`src/rtl/adder_share_arbiter.sv`:
```
// -----------------------------------------------------------------------------
// adder_share_arbiter
//   Shares one WIDTH-bit adder (A + B + carry_in) among NUM_REQ requesters.
//   Round-robin grant, operands registered on accept, one compute cycle,
//   result registered and held until the consumer takes it. One transaction
//   in flight at a time, so sustained throughput is one result per 2 cycles.
//
// Optional feature: define ADDER_SHARE_OVF_EN to add the rsp_ovf port
// (signed two's-complement overflow of the registered sum).
//
// Ports
//   clk        clock, rising edge
//   rst_n      asynchronous active-low reset
//   req_valid  per-requester operand valid
//   req_ready  one-hot grant/accept (combinational, may follow rsp_ready)
//   req_a      operand A, requester i at [i*WIDTH +: WIDTH]
//   req_b      operand B, same packing
//   req_cin    per-requester carry in
//   rsp_valid  result valid
//   rsp_ready  result consumer ready
//   rsp_id     requester index owning the result
//   rsp_sum    low WIDTH bits of A + B + cin
//   rsp_cout   carry out (bit WIDTH of the sum)
//   rsp_ovf    signed overflow (only with ADDER_SHARE_OVF_EN)
// -----------------------------------------------------------------------------
module adder_share_arbiter #(
  parameter int NUM_REQ = 4,
  parameter int WIDTH   = 64,
  parameter int IDW     = 2
) (
  input  logic                     clk,
  input  logic                     rst_n,
  input  logic [NUM_REQ-1:0]       req_valid,
  output logic [NUM_REQ-1:0]       req_ready,
  input  logic [NUM_REQ*WIDTH-1:0] req_a,
  input  logic [NUM_REQ*WIDTH-1:0] req_b,
  input  logic [NUM_REQ-1:0]       req_cin,
  output logic                     rsp_valid,
  input  logic                     rsp_ready,
  output logic [IDW-1:0]           rsp_id,
  output logic [WIDTH-1:0]         rsp_sum,
  output logic                     rsp_cout
`ifdef ADDER_SHARE_OVF_EN
  ,
  output logic                     rsp_ovf
`endif
);

  typedef enum logic [1:0] {
    ST_IDLE = 2'd0,
    ST_CALC = 2'd1,
    ST_RESP = 2'd2
  } state_e;

  state_e             state_q, state_d;
  logic [IDW-1:0]     rr_ptr_q, rr_ptr_d;
  logic [WIDTH-1:0]   a_q, b_q;
  logic               cin_q;
  logic [IDW-1:0]     id_q;
  logic               rsp_valid_q;
  logic [IDW-1:0]     rsp_id_q;
  logic [WIDTH-1:0]   rsp_sum_q;
  logic               rsp_cout_q;

  logic               grant_found_s;
  logic [IDW-1:0]     grant_idx_s;
  logic [IDW:0]       cand_s;
  logic               accept_en_s;
  logic               accept_s;
  logic [WIDTH:0]     sum_s;

`ifdef ADDER_SHARE_OVF_EN
  logic               rsp_ovf_q;

  // Signed overflow: operands agree in sign but the result does not.
  function automatic logic ovf_f(input logic a_msb, input logic b_msb, input logic s_msb);
    return (a_msb == b_msb) && (s_msb != a_msb);
  endfunction
`endif

  // Round-robin search: first valid requester at or after rr_ptr, wrapping.
  always_comb begin
    grant_found_s = 1'b0;
    grant_idx_s   = {IDW{1'b0}};
    cand_s        = {(IDW+1){1'b0}};
    for (int k = 0; k < NUM_REQ; k++) begin
      cand_s = {1'b0, rr_ptr_q} + (IDW+1)'(k);
      if (cand_s >= (IDW+1)'(NUM_REQ)) begin
        cand_s = cand_s - (IDW+1)'(NUM_REQ);
      end else begin
        cand_s = cand_s;
      end
      if (!grant_found_s && req_valid[cand_s[IDW-1:0]]) begin
        grant_found_s = 1'b1;
        grant_idx_s   = cand_s[IDW-1:0];
      end else begin
        grant_idx_s   = grant_idx_s;
      end
    end
    if (grant_idx_s == IDW'(NUM_REQ-1)) begin
      rr_ptr_d = {IDW{1'b0}};
    end else begin
      rr_ptr_d = grant_idx_s + IDW'(1);
    end
  end

  // FSM output decode: when new operands may be accepted, and the grant.
  always_comb begin
    case (state_q)
      ST_IDLE: accept_en_s = 1'b1;
      ST_RESP: accept_en_s = rsp_ready;
      ST_CALC: accept_en_s = 1'b0;
      default: accept_en_s = 1'b0;
    endcase
    // Grant is forced low while reset is held so nothing is offered mid-reset.
    if (rst_n && accept_en_s && grant_found_s) begin
      req_ready = {{(NUM_REQ-1){1'b0}}, 1'b1} << grant_idx_s;
    end else begin
      req_ready = {NUM_REQ{1'b0}};
    end
    accept_s = |(req_valid & req_ready);
  end

  // FSM next-state logic.
  always_comb begin
    case (state_q)
      ST_IDLE: state_d = accept_s ? ST_CALC : ST_IDLE;
      ST_CALC: state_d = ST_RESP;
      ST_RESP: begin
        if (rsp_ready) begin
          state_d = accept_s ? ST_CALC : ST_IDLE;
        end else begin
          state_d = ST_RESP;
        end
      end
      default: state_d = ST_IDLE;
    endcase
  end

  // FSM state register.
  always_ff @(posedge clk or negedge rst_n) begin
    if (!rst_n) begin
      state_q <= ST_IDLE;
    end else begin
      state_q <= state_d;
    end
  end

  assign sum_s = {1'b0, a_q} + {1'b0, b_q} + {{WIDTH{1'b0}}, cin_q};

  // Operand capture on accept and round-robin pointer advance.
  always_ff @(posedge clk or negedge rst_n) begin
    if (!rst_n) begin
      rr_ptr_q <= {IDW{1'b0}};
      a_q      <= {WIDTH{1'b0}};
      b_q      <= {WIDTH{1'b0}};
      cin_q    <= 1'b0;
      id_q     <= {IDW{1'b0}};
    end else if (accept_s) begin
      rr_ptr_q <= rr_ptr_d;
      a_q      <= req_a[grant_idx_s*WIDTH +: WIDTH];
      b_q      <= req_b[grant_idx_s*WIDTH +: WIDTH];
      cin_q    <= req_cin[grant_idx_s];
      id_q     <= grant_idx_s;
    end
  end

  // Result registers: loaded only on the CALC->RESP edge, so they hold in RESP.
  always_ff @(posedge clk or negedge rst_n) begin
    if (!rst_n) begin
      rsp_valid_q <= 1'b0;
      rsp_id_q    <= {IDW{1'b0}};
      rsp_sum_q   <= {WIDTH{1'b0}};
      rsp_cout_q  <= 1'b0;
`ifdef ADDER_SHARE_OVF_EN
      rsp_ovf_q   <= 1'b0;
`endif
    end else begin
      rsp_valid_q <= (state_d == ST_RESP);
      if (state_q == ST_CALC) begin
        rsp_id_q   <= id_q;
        rsp_sum_q  <= sum_s[WIDTH-1:0];
        rsp_cout_q <= sum_s[WIDTH];
`ifdef ADDER_SHARE_OVF_EN
        rsp_ovf_q  <= ovf_f(a_q[WIDTH-1], b_q[WIDTH-1], sum_s[WIDTH-1]);
`endif
      end
    end
  end

  assign rsp_valid = rsp_valid_q;
  assign rsp_id    = rsp_id_q;
  assign rsp_sum   = rsp_sum_q;
  assign rsp_cout  = rsp_cout_q;
`ifdef ADDER_SHARE_OVF_EN
  assign rsp_ovf   = rsp_ovf_q;
`endif

endmodule

```
`config.mk`:
```
export PLATFORM = sky130hd
export DESIGN_NAME = adder_share_arbiter
export DESIGN_NICKNAME = d
export VERILOG_FILES = /design/src/rtl/adder_share_arbiter.sv
export SDC_FILE = /design/constraint.sdc
export NUM_CORES = 1
export LEC_CHECK = 0
export CORE_AREA = 10 10 225 227
export CTS_CLUSTER_DIAMETER = 80
export CTS_CLUSTER_SIZE = 20
export DETAILED_ROUTE_END_ITERATION = 10
export DIE_AREA = 0 0 235 237
export DONT_BUFFER_PORTS = 1
export SYNTH_ARGS = -nofsm -noshare
export SYNTH_HDL_FRONTEND = slang
export SYNTH_SLANG_ARGS = --single-unit
```
`constraint.sdc`:
```
create_clock -name clk -period 9.1 [get_ports clk]
set_input_delay 1.82 -clock clk [delete_from_list [all_inputs] [get_ports clk]]
set_output_delay 1.82 -clock clk [all_outputs]
set_load 0.01 [all_outputs]
```
==> flow_summary.json <==
{
  "fin_area_um2": 16310,
  "tns_ns": 0,
  "grt_use_total_pct": 19.28,
  "end_kind": "output pin",
  "drt_iter0_drc": 1033,
  "die_width_um": 235,
  "drt-total-wl_um": 56930,
  "wire_per_inst_um": 20.69,
  "min-delay-start": "id_q[1]",
  "pin_count": 595,
  "hold_buffers": 0,
  "status": "complete, no violations",
  "place_congestion": 0.9070,
  "vias_per_cell": 5.382,
  "vdd_drop_max_mv": 0.3142,
  "switching_share_pct": 53.04,
  "path_max_fanout": 135,
  "cts_buffers": 20,
  "clk_pin_slew_ns": 0.08,
  "yosys_warnings": 0,
  "finalSetupViolations": 0,
  "rrSetupSlack_ns": 4.60,
  "pre_cts_slack_ns": 3.203,
  "worst_pin_slew_ns": 1.206,
  "power_density_nw_per_um2": 453.6,
  "share_comb_of_total_power_pct": 62.6,
  "synth_nets": 2849,
  "arrival_ns": 4.13,
  "min_path_cells": 2,
  "cts-resized-gates": 0,
  "p_leak_nw": 7.390,
  "r2r-start": "rr_ptr_q[1]",
  "grt_max_degree": 265,
  "utilization_pct": 35.33,
  "syn-cell-area_um2": 15330,
  "drv_cap": 0,
  "num_vias": 14810,
  "post_cts.repair.setup_buffers": 0,
  "crit_type": "primary input to output pin",
  "hold_path.class": "flip-flop to flip-flop",
  "fmax_mhz": 168.2,
  "r2r_cells": 10,
  "cts.sinks": 203,
  "sequentialPowerShare_pct": 24.6,
  "antenna_found_initial": 4,
  "clock_latency_ns": 0.54,
  "design.core.area_um2": 46160,
  "crit_required_ns": 7.28,
  "p_int_mw": 3.473,
  "ant_nets": 0,
  "final_hold_viol_count": 0,
  "gr-total-overflow": 0,
  "synth-edff-count": 0,
  "fin_skew_ns": 0.02147,
  "clockBufferDepth": 3,
  "fp.dieArea_um2": 55700,
  "slew_viol_final": 0,
  "r2r_end": "a_q[52]",
  "synth_ff_type": "dfrtp_1",
  "start_kind": "primary input",
  "htree_levels": 1,
  "nets": 2718,
  "port_buffers": 0,
  "drc_errors": 0,
  "root_buffer": "clkbuf_16",
  "period_share_pct": 65.34,
  "hpwl_um": 45160,
  "syn_inst": 2260,
  "finalCriticalPeriod_ns": 5.946,
  "placed_area_um2": 15560,
  "setup_slack_ns": 3.154,
  "grt_pass1_wl_um": 86630,
  "slew_headroom_pct": 19.59,
  "die_h_um": 237,
  "pwr-share-clk_pct": 12.8,
  "grt_pass1_vias": 14660,
  "drt_pass1_iterations": 5,
  "hold_end": "rsp_id[1]",
  "core.rowCount": 79,
  "initial_core_util_pct": 33.20,
  "syn_avg_cell_area_um2": 6.782,
  "yosysUniqueCellTypes": 77,
  "cts_tree": "built",
  "synth_seq_cells": 203,
  "yosysSeqAreaShare_pct": 33.14,
  "area_delta_synth_final_pct": 6.392,
  "final_layout_size_suffix_gt1_share_pct": 3.266,
  "net-switching-power_mw": 3.923,
  "rsz0062_at_grt": "no",
  "async_reset_ff_share_pct": 100.0
}
-- power by group through the flow --
stage | Combinational (mW) | Clock (mW) | Sequential (mW)
2_1_floorplan | 3.59 | 0 | 1.64
3_3_place_gp | 4.57 | 0 | 1.85
3_5_place_dp | 4.65 | 0 | 1.86
4_1_cts | 4.67 | 0.977 | 1.84
5_1_grt | 5.28 | 1.01 | 1.89
6_report | 4.63 | 0.947 | 1.82
-- worst max-delay path by stage --
stage / from / end / slack, ns / depth (start not counted)
2_1_floorplan: req_valid[3] / req_ready[3] / 3.73 / 10
3_3_place_gp: req_valid[3] / req_ready[3] / 3.24 / 7
3_5_place_dp: req_valid[3] / req_ready[3] / 3.20 / 7
4_1_cts: req_valid[3] / req_ready[3] / 3.19 / 7
5_1_grt: req_valid[3] / req_ready[3] / 2.92 / 7
6_report: req_valid[3] / req_ready[3] / 3.15 / 7
-- stage by stage --
stage | total power [mW] | instances | hold WS, ns
4_1_cts | 7.487 | 2750 | 0.4812
2_1_floorplan | 5.231 | 2260 | 0.4386
3_5_place_dp | 6.506 | 2714 | 0.4631
6_report | 7.397 | 2751 | 0.4731
3_3_place_gp | 6.416 | 2714 | 0.4501
5_1_grt | 8.180 | 2751 | 0.5161
-- cell usage in the layout, fill, tap and decap left out, types with 11 or more instances in the layout --
| cell | count |
|---|---|
| nor2_1 | 429 |
| xnor2_1 | 28 |
| nand3_1 | 144 |
| clkbuf_16 | 20 |
| nor3_1 | 13 |
| dfrtp_1 | 203 |
| nand4_1 | 24 |
| inv_1 | 25 |
| o21ai_0 | 347 |
| o21bai_1 | 13 |
| a21oi_1 | 90 |
| ha_1 | 64 |
| a21o_1 | 36 |
| nand2_1 | 513 |
| xor2_1 | 21 |
| and3_1 | 11 |
-- final cells by class --
class | instances | area [um^2]
Antenna cell | 1 | 2.502
Clock buffer | 22 | 528.0
Clock inverter | 14 | 215.2
Fill cell | 4962 | 29850
Inverter | 26 | 105.1
Multi-Input combinational cell | 1872 | 9547
Sequential cell | 203 | 5080
Tap cell | 607 | 759.5
Timing Repair Buffer | 6 | 70.07
-- critical path: stages --
cell      delay [ns]
nand2b_1        0.14
a21o_1          0.16
o211ai_1        0.20
or2_4           0.70
inv_8           0.39
ha_1            0.35
and2_1          0.23
-- metal layers --
layer	GRT usage [%]	share of wire, %	vias to the layer above
met5	0	0.047	-
met4	3.284	1.4	4
met3	5.511	8.0	39
met2	32.19	48	480
met1	24.54	43	6889
li1	-	-	7394
-- state kept, by name, summed over array words and instances, names as in the netlist --
register,flops
a_q,64
cin_q,1
rr_ptr_q,2
id_q,2
b_q,64
rsp_cout,1
state_q,2
rsp_sum,64
rsp_valid,1
rsp_id,2
-- synth_stat cells, types with 11 or more instances --
cell type  instances  area (um^2)
nand3_1          144        720.7
ha_1              64        800.8
and3_1            11        68.82
nand4_1           24        150.1
nand2_1          513         1926
o21bai_1          13        97.59
nor3_1            13        65.06
a21oi_1           90        450.4
xor2_1            21        183.9
clkbuf_1         126        473.0
a21o_1            36        270.3
buf_2             16        80.08
dfrtp_1          203         5080
nor2_1           429         1610
o21ai_0          347         1737
xnor2_1           28        245.2
inv_1             25        93.84
-- cell families after synthesis --
family / share of synthesized area, %
simple gates: 31.93
compound gates: 21.62
flops: 33.14
buf+inv: 4.882
fa+ha+maj: 5.486
xor+xnor: 2.800
mux: 0.1388
No activity file was read; power rests on OpenSTA's default activity.
==> patch 1, RTL diff (same settings) <==
The parameter `WIDTH` goes from 64 to 56.
--- a/src/rtl/adder_share_arbiter.sv
+++ b/src/rtl/adder_share_arbiter.sv
@@ -26,5 +26,5 @@
 module adder_share_arbiter #(
   parameter int NUM_REQ = 4,
-  parameter int WIDTH   = 64,
+  parameter int WIDTH   = 56,
   parameter int IDW     = 2
 ) (
Interface: changed (resized req_a, req_b and rsp_sum); port bits go from 595 to 523. The function was not compared with the original's and may differ.
==> patch 1 against the original RTL <==
Global-route usage shrank 2.8 points; clock skew shrank 0.010 ns; combinational power shrank 26%; total power shrank 21%; setup slack gained 0.51 ns; area after synthesis shrank 14%; routed wire length shrank 15%; sequential cell count shrank 24; count of clock-buffer cells in the layout shrank 2; sequential power shrank 13%; cell count shrank 11%; cell area shrank 13%; critical path depth shrank 1.
==> patch 1: results (changes against the original RTL) <==
max_slew headroom=0.294 (was 0.196); largest net degree at the start of global routing=181 (was 265); R2R setup slack=5.48 ns (was 4.60 ns); detailed router's first-iteration violation count=884 (was 1033); Post-Synth Adder-Cell Area=0.0561 (was 0.0549); Synth cell types=68 (was 77); metal3 WL=2830 um (was 4540 um); Synth Area in XOR/XNOR=0.0305 (was 0.0280); Setup crit end=req_ready[2] (was req_ready[3]); crit path max-delay cell type=buf_4 (was or2_4); Min Hold Slack=0.473 ns (about the same); fin area=0.0143 sq mm (was 0.0163 sq mm); Met1 Wirelength=21200 um (was 24400 um); vias in the first global route=12.7k (was 14.7k); ant diodes=0 (was 1); Top Layer Used=met4 (was met5); initial antenna violation count=0 (was 4); delay-heaviest family, CP=buffers and inverters (was simple AND/OR/NAND/NOR gates); M3 GR Usage=0.0361 (was 0.0551); Vias per Instance=5.17 (was 5.38); first-pass GRT wire length=73500 um (was 86600 um); grt met1 use=0.206 (was 0.245); sequential area share after synthesis=0.339 (was 0.331); Synth Area in Compound Gates=0.218 (was 0.216); Placer Congestion=0.928 (was 0.907); status=completed (unchanged); gr usage total=0.165 (was 0.193); reg2reg start=a_q[0]$_DFFE_PN0N_ (was rr_ptr_q[1]$_DFFE_PN0N_); Fin Clk Skew=0.0114 ns (was 0.0215 ns); placed cell area=0.0136 sq mm (was 0.0156 sq mm); Critical Path Fanout Max=98 (was 135); layout cells sized above 1=0.0374 (was 0.0327); Crit path largest cell delay=0.80 ns (was 0.70 ns); synth top area cells=dfrtp_1 (34%), nand2_1 (22%), o21ai_0 (11%) (was dfrtp_1 (33%), nand2_1 (13%), o21ai_0 (11%)); fillers=5006 (was 4962); Num CTS Buffers=17 (was 20); crit path DAT=3.62 ns (was 4.13 ns); reg2reg end=rsp_cout$_DFFE_PN0N_ (was a_q[52]$_DFFE_PN0N_); Pleak=6.77 nW (was 7.39 nW); Post-DP HPWL=39300 um (was 45200 um); Max IR drop VDD=0.000120 V (was 0.000314 V); wire length per cell=19.7 um (was 20.7 um)
patch 1: power breakdown:
| group | switching, mW | internal [mW] | total, mW |
|---|---|---|---|
| Clock | 0.349 | 0.482 | 0.831 |
| Sequential | 0.401 | 1.19 | 1.59 |
| Combinational | 2.20 | 1.22 | 3.42 |
patch 1: final cells by class:
| cell class | instances | share of cell area |
|---|---|---|
| Clock buffer | 20 | 0.0320 |
| Clock inverter | 12 | 0.0135 |
| Inverter | 22 | 0.00614 |
| Multi-Input combinational cell | 1601 | 0.576 |
| Sequential cell | 179 | 0.314 |
| Tap cell | 607 | 0.0533 |
| Timing Repair Buffer | 9 | 0.00474 |
patch 1: per-stage QoR:
stage	worst slack [ns]	power, mW
3_3_place_gp	3.71	4.99
4_1_cts	3.64	5.92
3_5_place_dp	3.71	5.06
6_report	3.66	5.84
5_1_grt	3.50	6.44
2_1_floorplan	3.85	4.08
==> patch 2, RTL diff (same flow settings) <==
Made on the original files. Make the reset (`rst_n`) synchronous in 3 clocked blocks. Comments in the files are not updated.
--- a/src/rtl/adder_share_arbiter.sv
+++ b/src/rtl/adder_share_arbiter.sv
@@ -139,5 +139,5 @@
 
   // FSM state register.
-  always_ff @(posedge clk or negedge rst_n) begin
+  always_ff @(posedge clk) begin
     if (!rst_n) begin
       state_q <= ST_IDLE;
@@ -150,5 +150,5 @@
 
   // Operand capture on accept and round-robin pointer advance.
-  always_ff @(posedge clk or negedge rst_n) begin
+  always_ff @(posedge clk) begin
     if (!rst_n) begin
       rr_ptr_q <= {IDW{1'b0}};
@@ -167,5 +167,5 @@
 
   // Result registers: loaded only on the CALC->RESP edge, so they hold in RESP.
-  always_ff @(posedge clk or negedge rst_n) begin
+  always_ff @(posedge clk) begin
     if (!rst_n) begin
       rsp_valid_q <= 1'b0;
Check against the original RTL: differs if rst_n is asserted again (counterexample within 4 cycles, from zero or initial values and one cycle with rst_n low); with rst_n held inactive, the same outputs for 4 cycles.
==> patch 2 against the original RTL <==
Fmax up 8.0%; total power down 36%; sequential cell count unchanged; cell area down 3.9%; cell count down 3.9%; setup slack better by 0.44 ns; synthesized cell count down 4.1%; clock skew up 0.0068 ns; area after synthesis down 3.0%; routed wire length down 3.7%; critical path type unchanged; largest cell class unchanged.
==> patch 2: results (changes against the original RTL) <==
ant diodes=0 (was 1); Synth async-reset ratio=0 (was 1.00); setup slack at placement=3.57 ns (was 3.20 ns); synth top area cells=dfxtp_1 (27%), nand2_1 (16%), a311oi_1 (7.7%) (was dfrtp_1 (33%), nand2_1 (13%), o21ai_0 (11%)); Tightest Pin Transition=1.31 ns (was 1.21 ns); sw frac=0.479 (was 0.530); sequential area share after synthesis=0.273 (was 0.331); drt total wl=54800 um (was 56900 um); hold path start=id_q[1]$_SDFFE_PN0N_ (was id_q[1]$_DFFE_PN0N_); Post-DP HPWL=42800 um (was 45200 um); detailed router's first-iteration violation count=978 (was 1033); Num CTS Buffers=16 (was 20); Max IR drop VDD=0.000225 V (was 0.000314 V); Pleak=6.13 nW (was 7.39 nW); Synth cell types=65 (was 77); status=completed (unchanged); Placer Congestion=0.935 (was 0.907); fillers=4963 (was 4962); Nets=2617 (was 2718); Fin Clk Skew=0.0283 ns (was 0.0215 ns); Vias per Instance=5.69 (was 5.38); first-pass GRT wire length=84200 um (was 86600 um); CTS root buf=clkbuf_16 (unchanged); gr usage total=0.182 (was 0.193); Syn Nets=2757 (was 2849); crit path DAT=3.69 ns (was 4.13 ns); vias in the first global route=15.3k (was 14.7k); wire length per cell=20.7 um (about the same); CP startpoint=req_valid[0] (was req_valid[3]); Skew-Pair Late Insertion Delay=0.52 ns (was 0.54 ns); largest area contributor in the netlist=dfxtp_1 (was dfrtp_1)
## patch 2: cell count changes after synthesis, sizes merged, moves of 123 or more
cell / unedited run / this run
nor2b: 8 / 136
nand2: 513 / 644
nor2: 429 / 51
dfxtp: 0 / 203
a311oi: 1 / 130
nand3: 144 / 21
dfrtp: 203 / 0
o21ai: 355 / 88
## patch 2: cell type report
class | instances | share of cell area
Tap cell | 607 | 0.0485
Clock inverter | 8 | 0.00583
Sequential cell | 203 | 0.259
Inverter | 22 | 0.00591
Clock buffer | 20 | 0.0291
Timing Repair Buffer | 13 | 0.00623
Multi-Input combinational cell | 1772 | 0.645
## patch 2: power by group through the flow
stage / Clock, mW / Sequential (mW) / Combinational (mW)
2_1_floorplan: 0 / 1.34 / 2.00
3_3_place_gp: 0 / 1.45 / 2.44
3_5_place_dp: 0 / 1.46 / 2.51
4_1_cts: 0.787 / 1.44 / 2.52
5_1_grt: 0.818 / 1.47 / 2.85
6_report: 0.763 / 1.43 / 2.53
## patch 2: kinds of logic after synthesis
logic type / share of synthesized area
buffers and inverters: 0.0487
XOR/XNOR: 0.0283
AO/OA/AOI/OAI: 0.242
AND/OR/NAND/NOR: 0.350
adder cells (fa/ha/maj): 0.0566
multiplexers: 0.000673
flip-flops: 0.273
## patch 2: final timing paths
kind / endpoint / slack, ns / cells past startpoint
max reg2reg: rsp_sum[56]$_SDFFE_PN0N_ / 4.58 / 12
min: rsp_id[1]$_SDFFE_PN0N_ / 0.47 / 2
max: req_ready[3] / 3.59 / 8
min reg2reg: rsp_id[1]$_SDFFE_PN0N_ / 0.47 / 2
## patch 2: routing by layer
metal | GRT usage | vias up | share of wire
met1 | 0.213 | 6997 | 0.41
met5 | 0 | - | 0
li1 | - | 7353 | -
met2 | 0.315 | 610 | 0.48
met3 | 0.0512 | 84 | 0.083
met4 | 0.0567 | 0 | 0.030
## patch 2: through the flow
| step | total power, mW | utilization | area [sq um] |
|---|---|---|---|
| 3_3_place_gp | 3.90 | 0.328 | 15100 |
| 6_report | 4.72 | 0.340 | 15700 |
| 2_1_floorplan | 3.34 | - | 14900 |
| 4_1_cts | 4.75 | 0.340 | 15700 |
| 3_5_place_dp | 3.97 | 0.328 | 15100 |
| 5_1_grt | 5.14 | 0.340 | 15700 |
## patch 2: worst max-delay path, cell delays in order
cell	delay, ns
nor2b_1	0.12
a21oi_1	0.13
nor2_1	0.06
a221o_1	0.30
or2_4	0.38
inv_8	0.42
ha_1	0.24
and2_1	0.20
